--- src/rtl/uart_pkg.sv ---
// uart_pkg: shared state types, frame-length helper and line levels for uart_param.
package uart_pkg;
    typedef enum logic [2:0] {TX_IDLE, TX_START, TX_DATA, TX_PARITY, TX_STOP} tx_state_t;
    typedef enum logic [2:0] {RX_IDLE, RX_START, RX_DATA, RX_PARITY, RX_STOP} rx_state_t;
    localparam logic IDLE_LEVEL = 1'b1;
    localparam logic START_LEVEL = 1'b0;
    function automatic int frame_bits(input int data_width, input int stop_bits, input bit parity);
        return 1 + data_width + int'(parity) + stop_bits;
    endfunction
endpackage

--- src/rtl/uart_bit_timer.sv ---
// uart_bit_timer: bit-period counter held at zero by clr, with wrap and mid-bit ticks.
module uart_bit_timer #(
    parameter int CLOCKS_PER_PULSE = 16
) (
    input  logic clk,
    input  logic rstn,
    input  logic clr,
    output logic bit_tick,
    output logic mid_tick
);
    localparam int CW = $clog2(CLOCKS_PER_PULSE);
    logic [CW-1:0] count;
    assign bit_tick = count == CW'(CLOCKS_PER_PULSE - 1);
    assign mid_tick = count == CW'(CLOCKS_PER_PULSE / 2 - 1);
    always_ff @(posedge clk or negedge rstn)
        if (!rstn) count <= '0;
        else count <= (clr || bit_tick) ? '0 : count + 1'b1;
endmodule

--- src/rtl/uart_param.sv ---
// uart_param: parametrised full-duplex UART with framing/overrun/glitch detection.
// Define UART_PARITY_EN to add a parity bit (even, or odd with PARITY_ODD=1).
module uart_param
    import uart_pkg::*;
#(
    parameter int CLOCKS_PER_PULSE = 16,
    parameter int DATA_WIDTH       = 8,
    parameter int STOP_BITS        = 1,
    parameter bit PARITY_ODD       = 1'b0
) (
    input  logic                  clk,
    input  logic                  rstn,
    input  logic [DATA_WIDTH-1:0] data_in,
    input  logic                  data_en,
    output logic                  tx,
    output logic                  tx_busy,
    input  logic                  rx,
    input  logic                  ready_clr,
    output logic                  ready,
    output logic [DATA_WIDTH-1:0] data_out,
    output logic                  frame_err,
    output logic                  parity_err,
    output logic                  overrun
);
`ifdef UART_PARITY_EN
    localparam bit HAS_PARITY = 1'b1;
`else
    localparam bit HAS_PARITY = 1'b0;
`endif
    localparam int FRAME_BITS = frame_bits(DATA_WIDTH, STOP_BITS, HAS_PARITY);
    localparam int BW = $clog2(FRAME_BITS);

    tx_state_t tx_state, tx_next;
    logic [DATA_WIDTH-1:0] tx_shift;
    logic [BW-1:0] tx_bit;
    logic tx_par, tx_tick, tx_mid_unused;

    uart_bit_timer #(.CLOCKS_PER_PULSE(CLOCKS_PER_PULSE)) u_tx_timer (
        .clk(clk), .rstn(rstn), .clr(tx_state == TX_IDLE),
        .bit_tick(tx_tick), .mid_tick(tx_mid_unused)
    );

    always_ff @(posedge clk or negedge rstn)
        if (!rstn) tx_state <= TX_IDLE;
        else tx_state <= tx_next;

    // tx_bit indexes the whole frame: 0 = start, 1..DATA_WIDTH = data, then parity/stop
    always_comb begin
        tx_next = tx_state;
        case (tx_state)
            TX_IDLE:   tx_next = data_en ? TX_START : TX_IDLE;
            TX_START:  if (tx_tick) tx_next = TX_DATA;
            TX_DATA:   if (tx_tick && tx_bit == BW'(DATA_WIDTH)) tx_next = HAS_PARITY ? TX_PARITY : TX_STOP;
            TX_PARITY: if (tx_tick) tx_next = TX_STOP;
            TX_STOP:   if (tx_tick && tx_bit == BW'(FRAME_BITS - 1)) tx_next = TX_IDLE;
            default:   tx_next = TX_IDLE;
        endcase
    end

    always_ff @(posedge clk or negedge rstn)
        if (!rstn) begin
            tx_shift <= '0;
            tx_bit   <= '0;
            tx_par   <= 1'b0;
        end else if (tx_state == TX_IDLE) begin
            tx_bit <= '0;
            if (data_en) begin
                tx_shift <= data_in;
                tx_par   <= ^data_in ^ PARITY_ODD;
            end
        end else if (tx_tick) begin
            tx_bit <= tx_bit + 1'b1;
            if (tx_state == TX_DATA) tx_shift <= tx_shift >> 1;
        end

    // Decoded from registered state so reset forces the line idle asynchronously
    assign tx = (tx_state == TX_START)  ? START_LEVEL :
                (tx_state == TX_DATA)   ? tx_shift[0] :
                (tx_state == TX_PARITY) ? tx_par : IDLE_LEVEL;
    assign tx_busy = tx_state != TX_IDLE;

    rx_state_t rx_state, rx_next;
    logic rx_s1, rx_s2, rx_s3;
    logic [DATA_WIDTH-1:0] rx_shift;
    logic [BW-1:0] rx_bit;
    logic rx_tick, rx_mid, done, par_bad;

    uart_bit_timer #(.CLOCKS_PER_PULSE(CLOCKS_PER_PULSE)) u_rx_timer (
        .clk(clk), .rstn(rstn), .clr(rx_state == RX_IDLE),
        .bit_tick(rx_tick), .mid_tick(rx_mid)
    );

    always_ff @(posedge clk or negedge rstn)
        if (!rstn) {rx_s1, rx_s2, rx_s3} <= {3{IDLE_LEVEL}};
        else {rx_s1, rx_s2, rx_s3} <= {rx, rx_s1, rx_s2};

    always_ff @(posedge clk or negedge rstn)
        if (!rstn) rx_state <= RX_IDLE;
        else rx_state <= rx_next;

    always_comb begin
        rx_next = rx_state;
        case (rx_state)
            RX_IDLE:   if (rx_s3 == IDLE_LEVEL && rx_s2 == START_LEVEL) rx_next = RX_START;
            RX_START:  if (rx_mid && rx_s2 != START_LEVEL) rx_next = RX_IDLE;
                       else if (rx_tick) rx_next = RX_DATA;
            RX_DATA:   if (rx_tick && rx_bit == BW'(DATA_WIDTH)) rx_next = HAS_PARITY ? RX_PARITY : RX_STOP;
            RX_PARITY: if (rx_tick) rx_next = RX_STOP;
            RX_STOP:   if (rx_mid) rx_next = RX_IDLE;
            default:   rx_next = RX_IDLE;
        endcase
    end

    always_ff @(posedge clk or negedge rstn)
        if (!rstn) begin
            rx_shift <= '0;
            rx_bit   <= '0;
        end else begin
            rx_bit <= (rx_state == RX_IDLE) ? '0 : rx_tick ? rx_bit + 1'b1 : rx_bit;
            if (rx_state == RX_DATA && rx_mid) rx_shift <= {rx_s2, rx_shift[DATA_WIDTH-1:1]};
        end

`ifdef UART_PARITY_EN
    logic rx_par;
    always_ff @(posedge clk or negedge rstn)
        if (!rstn) rx_par <= 1'b0;
        else if (rx_state == RX_PARITY && rx_mid) rx_par <= rx_s2;
    assign par_bad = rx_par != (^rx_shift ^ PARITY_ODD);
`else
    assign par_bad = 1'b0;
`endif

    assign done = rx_state == RX_STOP && rx_mid;

    // A completing frame beats a simultaneous ready_clr
    always_ff @(posedge clk or negedge rstn)
        if (!rstn) begin
            ready      <= 1'b0;
            data_out   <= '0;
            frame_err  <= 1'b0;
            parity_err <= 1'b0;
            overrun    <= 1'b0;
        end else if (done && (!ready || ready_clr)) begin
            ready      <= 1'b1;
            data_out   <= rx_shift;
            frame_err  <= rx_s2 != IDLE_LEVEL;
            parity_err <= par_bad;
            overrun    <= 1'b0;
        end else if (done) begin
            overrun <= 1'b1;
        end else if (ready_clr) begin
            ready      <= 1'b0;
            frame_err  <= 1'b0;
            parity_err <= 1'b0;
            overrun    <= 1'b0;
        end
endmodule

--- config.mk ---
export PLATFORM = sky130hd
export DESIGN_NAME = uart_param
export DESIGN_NICKNAME = d
export VERILOG_FILES = /design/src/rtl/uart_pkg.sv /design/src/rtl/uart_bit_timer.sv /design/src/rtl/uart_param.sv
export SDC_FILE = /design/constraint.sdc
export NUM_CORES = 1
export LEC_CHECK = 0
export CORE_AREA = 2 2 52 91
export DETAILED_ROUTE_END_ITERATION = 8
export DIE_AREA = 0 0 54 93
export PLACE_DENSITY = 0.78
export SLEW_MARGIN = 20
export SYNTH_ARGS = -nofsm -noshare
export SYNTH_HDL_FRONTEND = slang
export SYNTH_HIERARCHICAL = 1
export SYNTH_SLANG_ARGS = --single-unit
export TNS_END_PERCENT = 100
--- constraint.sdc ---
create_clock -name clk -period 5.9 [get_ports clk]
set_clock_uncertainty 0.2 [all_clocks]
set_input_delay 0.59 -clock clk [delete_from_list [all_inputs] [get_ports clk]]
set_output_delay 0.59 -clock clk [all_outputs]
set_load 0.02 [all_outputs]
==> metrics.cfg, run 1 <==
[run_status]
status=completed

[setup_path]
r2r_start=u_tx_timer/count[0]
reg2reg_slack_ns=3.63
crit_chain=nor3_4 -> buf_4 -> inv_1 -> clkdlybuf4s50_1
critPathBufInv=3
crit_arrival_ns=1.87
cpPeakStageDelay_ns=0.53
cp_max_fo=19
cp.required_ns=5.11
rr_worst_depth=6
crit_family=buffers and inverters
critPathLaunchType=flop
worstSetupPathType=reg2out
crit_slowest_cell=clkdlybuf4s50_1
endpoint_kind=output port
timing.rr.end=tx_shift[3]

[power]
ir_drop_uv=287
p_leak_nw=1.26
p_per_area_nw_per_um2=375
p_total_mw=1.06

[drt]
wl_um=3980
drtAntennaViolNets=0
firstDrtPassIters=4
drt_iter0_markers=20
vias_per_cell=5.41
drc=0
routedWlPerCell_um=13.8
via_count=1557

[logic_synthesis]
syn_nets=231
synth_area_um2=2490
postSynthAreaPerCell_um2=11.8
synth_warnings=6
syn_inst=211

[global_route]
grt_pass1_wl_um=6700
gr-usage-all-layers=0.186
overflow=0
grt_max_degree=54
grt_pass1_vias=1544
antenna_found_initial=0

[timing]
rsz0062_at_grt=false
hold_violations=0
setup_violations=0
drv_slew=0
setup_tns_ns=0
fmax_mhz=376
fin_crit_sh=0.451
tightest_slew_ns=0.909
slew_headroom=0.389
min_period_ns=2.66

[clock_network]
clock_latency_ns=0.31
cts_buffer_depth=2
ctsRootBufferMaster=clkbuf_8
cts.sinks=53
cts_tree=done
cts_hold_buf=0
numCtsBuffers=5
htree_levels=2
cts.clk_slew.worst_paths_ns=0.10
post_cts_resized=0
cts_setup_buffers=0

[floorplanning]
start_util=0.575
coreArea_um2=4320
die_area_um2=5020
die_width_um=54
die_y_um=93
io_pins=27
rows=32

[worst_hold_path]
hold_class=reg2reg
hold_path_end=rx_s2
min_from=rx_s1
holdPathStages=0

[cells_and_area]
nets=256
n_antenna_cell=0
layout-drive-gt1-share=0.173
syn_to_final_growth_pct=14.3

[run]
maxCapViolCount=0

[placed_design]
dp_hpwl_um=2750
portBuffers=25
gp_congestion=0.744

## how the worst max path moves through the flow
stage	endpoint	start	cells past startpoint
after floorplan	rx_state[0]	u_rx_timer/count[0]	6
after global placement	tx_busy	tx_state[2]	4
after detailed placement	tx_busy	tx_state[2]	4
after CTS	tx_busy	tx_state[2]	4
after global routing	tx_busy	tx_state[1]	4
final	tx_busy	tx_state[1]	4
## layout make-up
cell class | count | area (um^2)
Sequential cell | 53 | 1330
Timing Repair Buffer | 27 | 260
Multi-Input combinational cell | 141 | 1060
Inverter | 8 | 30.0
Tap cell | 51 | 63.8
Clock inverter | 3 | 26.3
Clock buffer | 5 | 68.8
Fill cell | 349 | 1480
## stage by stage
| step | hold slack (ns) | instances | instance area (um^2) | utilization | setup slack [ns] |
|---|---|---|---|---|---|
| floorplan | 0.0944 | 211 | 2490 | - | 3.88 |
| global placement | 0.145 | 280 | 2750 | 0.635 | 3.57 |
| detailed placement | 0.148 | 280 | 2750 | 0.635 | 3.58 |
| CTS | 0.163 | 288 | 2840 | 0.657 | 3.22 |
| global route | 0.175 | 288 | 2840 | 0.657 | 3.15 |
| finish | 0.165 | 288 | 2840 | 0.657 | 3.24 |
## power breakdown
group	internal, mW	leakage [nW]	switching [mW]
clock	0.0865	0.0423	0.129
combinational	0.160	0.530	0.164
sequential	0.443	0.685	0.0823
## placed cells by master, fill, tap and decap left out, drive strengths merged
cell type	n
and4b	1
nand4	3
o211ai	1
and2	1
o21ai	3
conb	1
nand3	3
o32ai	1
clkdlybuf4s50	24
a32oi	1
buf	3
nor2	25
inv	9
nor3	4
nand2	11
and3	2
nand4b	3
a21o	2
a31oi	3
a22oi	1
dfrtp	50
xnor2	11
xor2	4
nor3b	4
a211oi	1
dfstp	3
a21oi	10
a2bb2oi	1
a311oi	2
clkbuf	5
mux2i	11
mux2	18
nand3b	1
clkinvlp	2
or2	1
nand2b	4
ha	7
## sequential cells by signal (all words and copies together) (netlist names)
name / cells
data_out: 8
frame_err: 1
overrun: 1
ready: 1
rx_bit: 4
rx_s1: 1
rx_s2: 1
rx_s3: 1
rx_shift: 8
rx_state: 3
tx_bit: 4
tx_par: 1
tx_shift: 8
tx_state: 3
u_rx_timer/count: 4
u_tx_timer/count: 4
## layer usage
metal / track usage / share of wire / vias to the layer above
li1: - / - / 770
met1: 0.216 / 0.41 / 756
met2: 0.309 / 0.54 / 25
met3: 0.0431 / 0.030 / 6
met4: 0.0917 / 0.021 / 0
met5: 0 / 0 / -
No activity file was read; power rests on OpenSTA's default activity.
==> run 2, diff against run 1 <==
--- a/config.mk
+++ b/config.mk
@@ -5,10 +5,10 @@
 export SDC_FILE = /design/constraint.sdc
 export NUM_CORES = 1
 export LEC_CHECK = 0
-export CORE_AREA = 2 2 52 91
+export CORE_AREA = 2 2 54 94
 export DETAILED_ROUTE_END_ITERATION = 8
-export DIE_AREA = 0 0 54 93
-export PLACE_DENSITY = 0.78
+export DIE_AREA = 0 0 56 96
+export PLACE_DENSITY = 0.73
 export SLEW_MARGIN = 20
 export SYNTH_ARGS = -nofsm -noshare
 export SYNTH_HDL_FRONTEND = slang
==> constraint.sdc (replaced) <==
create_clock -name clk -period 2.5 [get_ports clk]
set_clock_uncertainty 0.2 [all_clocks]
set_input_delay 0.25 -clock clk [delete_from_list [all_inputs] [get_ports clk]]
set_output_delay 0.25 -clock clk [all_outputs]
set_load 0.02 [all_outputs]
==> run 2 against run 1 <==
Sequential power rose by 130%. Largest power group unchanged. Total power increased by 140%. Sequential cell count unchanged. Via count increased by 2.5%. Hold slack got worse by 0.024 ns. Count of clock-buffer cells in the layout stayed put. Core utilization decreased by 3.6 points. Design area increased by 1.1%.
==> metrics.cfg, run 2 (synthesis gave the netlist of run 1 again) <==
[global_route]
grt_pass1_wl_um=7070
grt_pass1_vias=1563
grt_max_degree=32
antenna_found_initial=0
overflow=0
gr-usage-all-layers=0.165

[setup_path]
rr_worst_depth=5
endpoint_kind=output port
critPathLaunchType=flop
cp_max_fo=9
r2r_start=u_tx_timer/count[0]
cp.required_ns=2.05
reg2reg_slack_ns=0.33
worstSetupPathType=reg2out
crit_arrival_ns=1.81
timing.rr.end=tx_shift[7]

[clock_network]
cts_buffer_depth=2
post_cts_resized=0
cts_hold_buf=1
ctsRootBufferMaster=clkbuf_8
clock_latency_ns=0.31
cts_tree=done
cts.sinks=53
cts_setup_buffers=0
htree_levels=2
cts.clk_slew.worst_paths_ns=0.10
numCtsBuffers=5

[timing]
rsz0062_at_grt=false
drv_slew=0
fin_crit_sh=0.905
slew_headroom=0.551
fmax_mhz=442
setup_tns_ns=0
setup_violations=0
hold_violations=0
tightest_slew_ns=0.674
min_period_ns=2.26

[power]
p_per_area_nw_per_um2=876
switchingPower_mw=0.868
combPwrFrac=0.319
p_leak_nw=1.28
p_total_mw=2.52
clockPowerShare=0.196
ir_drop_uv=565
pwr-share-seq=0.485
p_sw_frac=0.345
internal_power_mw=1.65

[floorplanning]
die_width_um=56
io_pins=27
coreArea_um2=4620
rows=33
die_y_um=96
start_util=0.538
die_area_um2=5380

[drt]
vias_per_cell=5.45
via_count=1596
drt_iter0_markers=15
wl_um=3910
drtAntennaViolNets=0
drc=0
firstDrtPassIters=4
routedWlPerCell_um=13.3

[cells_and_area]
syn_to_final_growth_pct=15.6
postLayoutCellArea_um2=2870
n_antenna_cell=0
layout_commonest_cell=dfrtp_1
final_cell_mix=50 x dfrtp_1, 25 x nor2_1, 24 x clkdlybuf4s50_1
postLayoutCoreUtil=0.621
fillerInstances=397
reg_top3=data_out x8, rx_shift x8, tx_shift x8
nets=260
layout-drive-gt1-share=0.183

[worst_hold_path]
hold_path_end=rx_s1
holdPathStages=1
min_from=rx
hold_class=in2reg

[run_status]
status=completed

[run]
maxCapViolCount=0

[placed_design]
portBuffers=25
gp_congestion=0.715
dp_hpwl_um=2820
place_area_um2=2770

run 2: power groups by stage:
stage / Clock (mW) / Sequential [mW] / Combinational, mW
global placement: 0 / 1.23 / 0.786
CTS: 0.515 / 1.22 / 0.816
global route: 0.546 / 1.25 / 0.917
finish: 0.493 / 1.22 / 0.803
floorplan: 0 / 1.17 / 0.667
detailed placement: 0 / 1.24 / 0.810
run 2: how the worst max path moves through the flow:
stage                        startpoint          end  slack (ns)  cells past startpoint
floorplan           u_rx_timer/count[0]  rx_state[0]        0.48                      6
finish                      tx_state[1]           tx        0.24                      4
global route        u_tx_timer/count[0]  tx_shift[3]        0.05                      6
global placement    u_tx_timer/count[0]  tx_shift[7]        0.35                      5
CTS                         tx_state[1]           tx        0.21                      4
detailed placement  u_tx_timer/count[0]  tx_shift[7]        0.29                      5
run 2: final cells by class:
cell class / count / area, um^2 / share of cell area
Multi-Input combinational cell: 141 / 1060 / 0.370
Sequential cell: 53 / 1330 / 0.463
Clock inverter: 3 / 25.0 / 0.00871
Tap cell: 52 / 65.1 / 0.0226
Clock buffer: 5 / 68.8 / 0.0239
Timing Repair Buffer: 31 / 293 / 0.102
Inverter: 8 / 30.0 / 0.0104
run 2: per-layer routing:
| metal | wire, um | GRT usage | vias up |
|---|---|---|---|
| met3 | 92 | 0.0282 | 5 |
| met2 | 2080 | 0.289 | 25 |
| li1 | - | - | 781 |
| met4 | 65 | 0.0655 | 0 |
| met5 | 0 | 0 | - |
| met1 | 1670 | 0.202 | 785 |
run 2: through the flow:
| stage | setup WS (ns) | hold slack, ns | cells |
|---|---|---|---|
| 2_1_floorplan | 0.478 | -0.246 | 211 |
| 3_3_place_gp | 0.348 | 0.133 | 284 |
| 3_5_place_dp | 0.295 | 0.124 | 284 |
| 4_1_cts | 0.209 | 0.130 | 293 |
| 5_1_grt | 0.0457 | 0.142 | 293 |
| 6_report | 0.238 | 0.141 | 293 |
run 2: critical path: stages, from the launching register on:
cell and delay, ns:
dfrtp_1 0.54, nand2_1 0.08, a22oi_1 0.17, or2_2 0.13
clkdlybuf4s50_1 0.59
